### config.mk
export PLATFORM = sky130hd
export DESIGN_NAME = axil_master_seq
export DESIGN_NICKNAME = d
export VERILOG_FILES = /design/src/rtl/axil_master_seq.sv
export SDC_FILE = /design/constraint.sdc
export NUM_CORES = 1
export LEC_CHECK = 0
export ABC_AREA = 1
export CAP_MARGIN = 5
export CORE_MARGIN = 2
export CORE_UTILIZATION = 43
export CTS_BUF_LIST = sky130_fd_sc_hd__clkbuf_4 sky130_fd_sc_hd__clkbuf_8
export DETAILED_ROUTE_END_ITERATION = 10
export GPL_TIMING_DRIVEN = 1
export PLACE_DENSITY_LB_ADDON = 0.05
export SLEW_MARGIN = 20
export SYNTH_ARGS = -nofsm -noshare
export SYNTH_HDL_FRONTEND = slang
export SYNTH_SLANG_ARGS = --single-unit
### constraint.sdc
create_clock -name ACLK -period 2 [get_ports ACLK]
set_clock_uncertainty 0.15 [all_clocks]
set_input_delay 0.4 -clock ACLK [delete_from_list [all_inputs] [get_ports ACLK]]
set_output_delay 0.4 -clock ACLK [all_outputs]
set_load 0.05 [all_outputs]
### src/rtl/axil_master_seq.sv
// ---------------------------------------------------------------------------
// axil_master_seq
//
// Single-outstanding AXI4-Lite master sequencer. One command (read or write)
// on the cmd_* handshake becomes one complete AXI4-Lite transaction. The
// result is returned on the rsp_* handshake. A new command is accepted only
// after the previous response has been consumed.
//
// Ports
//   ACLK, ARESETn         clock (rising edge), asynchronous active-low reset
//   cmd_valid/cmd_ready   command handshake; cmd_ready is high only when idle
//   cmd_write             1 = write, 0 = read
//   cmd_addr, cmd_wdata   target address and write data
//   rsp_valid/rsp_ready   response handshake
//   rsp_rdata, rsp_resp   read data (0 for writes) and captured BRESP/RRESP
//   AW*/W*/B*/AR*/R*      AXI4-Lite master channels toward the slave
// ---------------------------------------------------------------------------
module axil_master_seq #(
    parameter int ADDR_WIDTH = 4,
    parameter int DATA_WIDTH = 32
) (
    input  logic                  ACLK,
    input  logic                  ARESETn,
    input  logic                  cmd_valid,
    output logic                  cmd_ready,
    input  logic                  cmd_write,
    input  logic [ADDR_WIDTH-1:0] cmd_addr,
    input  logic [DATA_WIDTH-1:0] cmd_wdata,
    output logic                  rsp_valid,
    input  logic                  rsp_ready,
    output logic [DATA_WIDTH-1:0] rsp_rdata,
    output logic [1:0]            rsp_resp,
    output logic [ADDR_WIDTH-1:0] AWADDR,
    output logic                  AWVALID,
    input  logic                  AWREADY,
    output logic [DATA_WIDTH-1:0] WDATA,
    output logic                  WVALID,
    input  logic                  WREADY,
    input  logic [1:0]            BRESP,
    input  logic                  BVALID,
    output logic                  BREADY,
    output logic [ADDR_WIDTH-1:0] ARADDR,
    output logic                  ARVALID,
    input  logic                  ARREADY,
    input  logic [DATA_WIDTH-1:0] RDATA,
    input  logic [1:0]            RRESP,
    input  logic                  RVALID,
    output logic                  RREADY
);

    typedef enum logic [2:0] {
        IDLE,
        WR_REQ,
        WR_RESP,
        RD_REQ,
        RD_DATA,
        RSP
    } state_t;

    state_t                  state_q,     state_d;
    logic                    awvalid_q,   awvalid_d;
    logic                    wvalid_q,    wvalid_d;
    logic                    arvalid_q,   arvalid_d;
    logic                    bready_q,    bready_d;
    logic                    rready_q,    rready_d;
    logic                    rsp_valid_q, rsp_valid_d;
    logic                    aw_done_q,   aw_done_d;
    logic                    w_done_q,    w_done_d;
    logic [ADDR_WIDTH-1:0]   awaddr_q,    awaddr_d;
    logic [ADDR_WIDTH-1:0]   araddr_q,    araddr_d;
    logic [DATA_WIDTH-1:0]   wdata_q,     wdata_d;
    logic [DATA_WIDTH-1:0]   rsp_rdata_q, rsp_rdata_d;
    logic [1:0]              rsp_resp_q,  rsp_resp_d;

    logic aw_hs;
    logic w_hs;
    logic ar_hs;
    logic aw_done_now;
    logic w_done_now;

    assign aw_hs = awvalid_q & AWREADY;
    assign w_hs  = wvalid_q  & WREADY;
    assign ar_hs = arvalid_q & ARREADY;

    // AW and W complete independently; either may finish first or both in
    // the same cycle, so "done" includes a handshake happening right now.
    assign aw_done_now = aw_done_q | aw_hs;
    assign w_done_now  = w_done_q  | w_hs;

    always_comb begin
        state_d     = state_q;
        awvalid_d   = awvalid_q;
        wvalid_d    = wvalid_q;
        arvalid_d   = arvalid_q;
        bready_d    = bready_q;
        rready_d    = rready_q;
        rsp_valid_d = rsp_valid_q;
        aw_done_d   = aw_done_q;
        w_done_d    = w_done_q;
        awaddr_d    = awaddr_q;
        araddr_d    = araddr_q;
        wdata_d     = wdata_q;
        rsp_rdata_d = rsp_rdata_q;
        rsp_resp_d  = rsp_resp_q;

        unique case (state_q)
            IDLE: begin
                if (cmd_valid) begin
                    if (cmd_write) begin
                        awaddr_d  = cmd_addr;
                        wdata_d   = cmd_wdata;
                        awvalid_d = 1'b1;
                        wvalid_d  = 1'b1;
                        aw_done_d = 1'b0;
                        w_done_d  = 1'b0;
                        state_d   = WR_REQ;
                    end else begin
                        araddr_d  = cmd_addr;
                        arvalid_d = 1'b1;
                        state_d   = RD_REQ;
                    end
                end
            end
            WR_REQ: begin
                if (aw_hs) begin
                    awvalid_d = 1'b0;
                end
                if (w_hs) begin
                    wvalid_d = 1'b0;
                end
                aw_done_d = aw_done_now;
                w_done_d  = w_done_now;
                if (aw_done_now && w_done_now) begin
                    aw_done_d = 1'b0;
                    w_done_d  = 1'b0;
                    bready_d  = 1'b1;
                    state_d   = WR_RESP;
                end
            end
            WR_RESP: begin
                if (BVALID && bready_q) begin
                    rsp_resp_d  = BRESP;
                    rsp_rdata_d = '0;
                    bready_d    = 1'b0;
                    rsp_valid_d = 1'b1;
                    state_d     = RSP;
                end
            end
            RD_REQ: begin
                if (ar_hs) begin
                    arvalid_d = 1'b0;
                    rready_d  = 1'b1;
                    state_d   = RD_DATA;
                end
            end
            RD_DATA: begin
                if (RVALID && rready_q) begin
                    rsp_rdata_d = RDATA;
                    rsp_resp_d  = RRESP;
                    rready_d    = 1'b0;
                    rsp_valid_d = 1'b1;
                    state_d     = RSP;
                end
            end
            RSP: begin
                if (rsp_ready) begin
                    rsp_valid_d = 1'b0;
                    state_d     = IDLE;
                end
            end
            default: begin
                state_d = IDLE;
            end
        endcase
    end

    always_ff @(posedge ACLK or negedge ARESETn) begin
        if (!ARESETn) begin
            state_q     <= IDLE;
            awvalid_q   <= 1'b0;
            wvalid_q    <= 1'b0;
            arvalid_q   <= 1'b0;
            bready_q    <= 1'b0;
            rready_q    <= 1'b0;
            rsp_valid_q <= 1'b0;
            aw_done_q   <= 1'b0;
            w_done_q    <= 1'b0;
            awaddr_q    <= '0;
            araddr_q    <= '0;
            wdata_q     <= '0;
            rsp_rdata_q <= '0;
            rsp_resp_q  <= 2'b00;
        end else begin
            state_q     <= state_d;
            awvalid_q   <= awvalid_d;
            wvalid_q    <= wvalid_d;
            arvalid_q   <= arvalid_d;
            bready_q    <= bready_d;
            rready_q    <= rready_d;
            rsp_valid_q <= rsp_valid_d;
            aw_done_q   <= aw_done_d;
            w_done_q    <= w_done_d;
            awaddr_q    <= awaddr_d;
            araddr_q    <= araddr_d;
            wdata_q     <= wdata_d;
            rsp_rdata_q <= rsp_rdata_d;
            rsp_resp_q  <= rsp_resp_d;
        end
    end

    // Idle decode only; deliberately independent of cmd_valid.
    assign cmd_ready = (state_q == IDLE);

    assign rsp_valid = rsp_valid_q;
    assign rsp_rdata = rsp_rdata_q;
    assign rsp_resp  = rsp_resp_q;
    assign AWADDR    = awaddr_q;
    assign AWVALID   = awvalid_q;
    assign WDATA     = wdata_q;
    assign WVALID    = wvalid_q;
    assign BREADY    = bready_q;
    assign ARADDR    = araddr_q;
    assign ARVALID   = arvalid_q;
    assign RREADY    = rready_q;

endmodule

# After elaboration in Yosys (flattened, before gate mapping)
# Cells that the tools add are included.
# W data, S select, Z words.
[word_totals] output_inout_bits=81 n_memories=0 in_bits=82 ram_bits=0 ff_bits=85 latch_bits=0 wordCells=96 mem_bits_ro=0
[op_classes] add_sub_neg=0 mux=40 div_mod_pow=0 n_eq_ne=15 shifts=0 reduce_logical=21 order_cmp=0 multipliers=0 bitwise_logic=6
[op_table] op="$mux W32" n=2
[op_table] op="$pmux W32 S2" n=1
[op_table] op="$mux W1" n=18
[op_table] op="$mux W3" n=6
[op_table] op="$ne A2 B2 Y1 const B" n=9
[op_table] op="$pmux W3 S6" n=1
[op_table] op="$reduce_and A3 Y1" n=6
[op_table] op="$reduce_and A4 Y1" n=4
[op_table] op="$pmux W1 S2" n=7
[op_table] op="$reduce_bool A2 Y1" n=5
[op_table] op="$eq A3 B2 Y1 const B" n=2
[op_table] op="$eq A3 B3 Y1 const B" n=2
[op_table] op="$mux W2" n=3
[op_table] op="$reduce_and A6 Y1" n=1
[op_table] op="$pmux W2 S2" n=1
[op_table] op="$and A1 B1 Y1" n=3
[op_table] op="$eq A3 B1 Y1 const B" n=1
[op_table] op="$logic_and A1 B1 Y1" n=3
[op_table] op="$logic_not A3 Y1" n=1
[op_table] op="$pmux W1 S3" n=1
[op_table] op="$reduce_bool A3 Y1" n=1
[op_table] op="$ne A2 B1 Y1 const B" n=1
[op_table] op="$or A1 B1 Y1" n=2
[op_table] op="$not A1 Y1" n=1

# Depth between registers and ports, before layout
[logic_depth] ltp_word=5 depth_mapped=10 ltp_nobuf=9

# Worst setup path after synthesis
# OpenSTA, ideal clock, no wires.
[synth_timing] path_kind="reg2reg" from="register state_q[1]" to="register wdata_q[12], in the netlist WDATA[12]" path_buffers=2 path_slack_ns=0.304 stages_incl_launch_ff=9 setup_ns=0.122 arrival_time_ns=1.424 synth_period_minus_slack_ns=1.696 cell_sequence="dfrtp_1 nor2_2 nand2_1 inv_2 nand3_2 buf_6 buf_4 nand2_1 o21ai_1"
[synth_between] elab_chain_len=2
[synth_rtl] item="from (decl)" line_no="60" source="state_t state_q, state_d;"
[synth_rtl] item="from (signal assigned)" line_no="194" source="state_q <= state_d;"
[synth_rtl] item="$logic_not A3 Y1"
[synth_rtl] item="via cmd_ready" line_no="25" source="output logic cmd_ready,"
[synth_rtl] item="$reduce_and A3 Y1 (no source line)"
[synth_rtl] item="to (signal assigned)" line_no="205" source="wdata_q <= wdata_d;"
[synth_rtl] item="to (decl)" line_no="71" source="logic [DATA_WIDTH-1:0] wdata_q, wdata_d;"
# The timed path passes the listed nets, and every way through them passes these cells.
# A chain may end at the register's enable or synchronous reset.

# Final worst setup path
[layout_timing] from="register state_q[1]" to="output port cmd_ready"
[layout_between] elab_chain_len=1
[layout_rtl] item="$logic_not A3 Y1" line_no="212" source="assign cmd_ready = (state_q == IDLE);"
[layout_rtl] item="to (decl)" line_no="25"
# Every way passes these cells.

==> results.ini <==
[run_status]
outcome=complete, no violations

[critical_path]
crit_type=reg2out
cp.required_ns=1.45
worst_r2r_endpoint=rsp_rdata[3]
reg2reg_depth=7
cpPeakStageDelay_ns=0.46
ff2ff_setup_slack_ns=0.29
crit_chain=nor2_2 > nand2_1 > inv_2 > buf_12
crit_slowest_cell=dfrtp_1
rr_startpoint=state_q[1]
cp_max_fo=5
start_kind=register
endpoint_kind=primary output
critPathArrivalTime_ns=1.36

[yosys]
synth_common_cells=177 x nand2_1, 85 x dfrtp_1, 49 x inv_1
synth_edf_count=0
ys.flop_type=dfrtp_1
synthCells=410
yosysSeqAreaShare=0.599
ys_seq_elements=85
synth.area.top_cells=dfrtp_1 60%, nand2_1 19%, inv_1 5.2%, o21ai_1 4.2%, buf_6 2.5%
yosysMostFrequentCell=nand2_1
ys_types=21
async_reset_ff_frac=1.00
synth_area_um2=3550
synth_top_area_frac=0.599
syn-num-nets=492
yosys_warnings=0
synth.avg_cell_area_um2=8.66
yosys.area.top_type=dfrtp_1

[cts]
clk_latency_ns=0.35
cts_setup_buffers=0
cts_inserted_buffers=9
cts_tree=done
clockBufferDepth=2
cts_root_buf=clkbuf_8
path_clk_slew_ns=0.07
cts.sink_count=85
cts.htree.levels=3

[layout]
drive_gt1_frac=0.214
fin_util=0.651
area_growth_pct=48.3
n_antenna_cell=0
num-nets-final=657

[pwr]
power_density_nw_per_um2=1810
leakagePower_uw=0.00287
irDropWorstVdd_uv=802

[sta]
worst_pin_slew_ns=0.406
post-route-period-util=0.953
slew_headroom=0.729
final.setup.tns_ns=0
fin_crit_ns=1.91
fmax_mhz=525
rsz0062_at_grt=false
slew_violations=0
setup_viol=0
hold_violations=0

[floorplan]
dieWidth_um=94.9
rows=33
core-area_um2=8090
io_pins=163
die_y_um=94.9
initial_core_util=0.439
design.die.area_um2=9000

[place]
gp_congestion=0.809
portBuffers=162
dp_hpwl_um=6330

[grt]
grt_max_degree=76
use_met2=0.301
met3_usage=0.0359
grt_pass1_vias=2776
grt_antenna_before_repair=0
globalRoute.totalOverflow=0
grtUsageMet1=0.272
top_usage_layer=met2
track_usage=0.195
grt_pass1_wl_um=13500

[detailed_routing]
vias=3128
drtAntennaViolNets=0
drc_errors=0
wl_per_cell_um=12.4
drt_iter0_markers=130
drtPass1Iterations=4
viasPerCell=4.57
drt-total-wl_um=8520

[min_path]
hold_depth=2
min_from=rsp_resp[1]
holdPathEnd=rsp_resp[1]
min_path_type=reg2reg

[flow_run]
max_cap_violations=0

[layer usage]
layer / routed length (um) / vias to the layer above
met5: 0 / -
met4: 126 / 0
met3: 639 / 10
met2: 4050 / 110
met1: 3700 / 1434
li1: - / 1574
[power by group]
group / internal (uW) / switching, uW
clock: 597 / 575
sequential: 2440 / 438
combinational: 1630 / 3840
total: 4670 / 4850
[worst max-delay path: cells and delay by family, from the launching register on]
kind / cells / cell delay, ns
simple gates: 2 / 0.31
buf+inv: 2 / 0.26
flops: 1 / 0.46
[sequential cells by signal, summed over array words and instances (netlist names)]
register and cells:
ARADDR 4, ARVALID 1, AWADDR 4, AWVALID 1, BREADY 1, RREADY 1
WDATA 32, WVALID 1, aw_done_q 1, rsp_rdata 32, rsp_resp 2, rsp_valid 1
state_q 3, w_done_q 1
[how the worst max path moves through the flow]
stage	to	startpoint	slack [ns]
3_3_place_gp	rsp_rdata[4]	RVALID	0.1
4_1_cts	cmd_ready	state_q[1]	0.09
5_1_grt	cmd_ready	state_q[1]	0.01
2_1_floorplan	WDATA[12]	state_q[1]	0.30
6_report	cmd_ready	state_q[1]	0.09
3_5_place_dp	rsp_rdata[3]	RVALID	-0.002
[cell usage in the layout, fill, tap and decap left out, types with 2 or more instances in the layout]
master,Yosys,final
nand2_1,177,177
dfrtp_1,85,84
buf_4,1,84
clkdlybuf4s50_1,0,80
inv_1,49,49
o21ai_1,30,30
o21ai_0,14,14
nand3_1,11,11
nand2_2,9,9
clkbuf_8,0,9
nor2_1,5,5
inv_2,4,4
buf_12,0,4
nor2_4,2,2
a21oi_1,2,2
clkinvlp_4,0,2
clkbuf_4,0,2
[logic make-up after synthesis]
kind of cell    Yosys count  synth area share
simple gates            209             0.241
flops                    85             0.599
compound gates           47            0.0666
buf+inv                  69            0.0937
[timing repair]
action,4_1_cts,5_1_grt
hold buffers,1,0
resized for setup,0,1
setup endpoints to repair,0,1
hold endpoints to repair,26,0
[through the flow]
step           setup slack [ns]  instance area (um^2)  hold slack (ns)  std cells  power, uW
4_1_cts                  0.0856                  5270            0.330        684       9630
2_1_floorplan             0.304                  3550          -0.0456        410       6730
6_report                 0.0950                  5270            0.323        684       9520
3_5_place_dp           -0.00159                  5070            0.195        668       8440
3_3_place_gp             0.0956                  5070            0.196        668       8340
5_1_grt                  0.0147                  5270            0.356        684      10200
[final cells by class]
cell class / count / area (um^2)
clock inverter: 4 / 50.0
multi-input combinational: 256 / 1090
sequential: 85 / 2130
fill: 735 / 2830
clock buffer: 11 / 139
tap: 105 / 131
timing repair buffer: 169 / 1520
inverter: 54 / 205
Note: power is estimated with default switching activity, not from simulation.
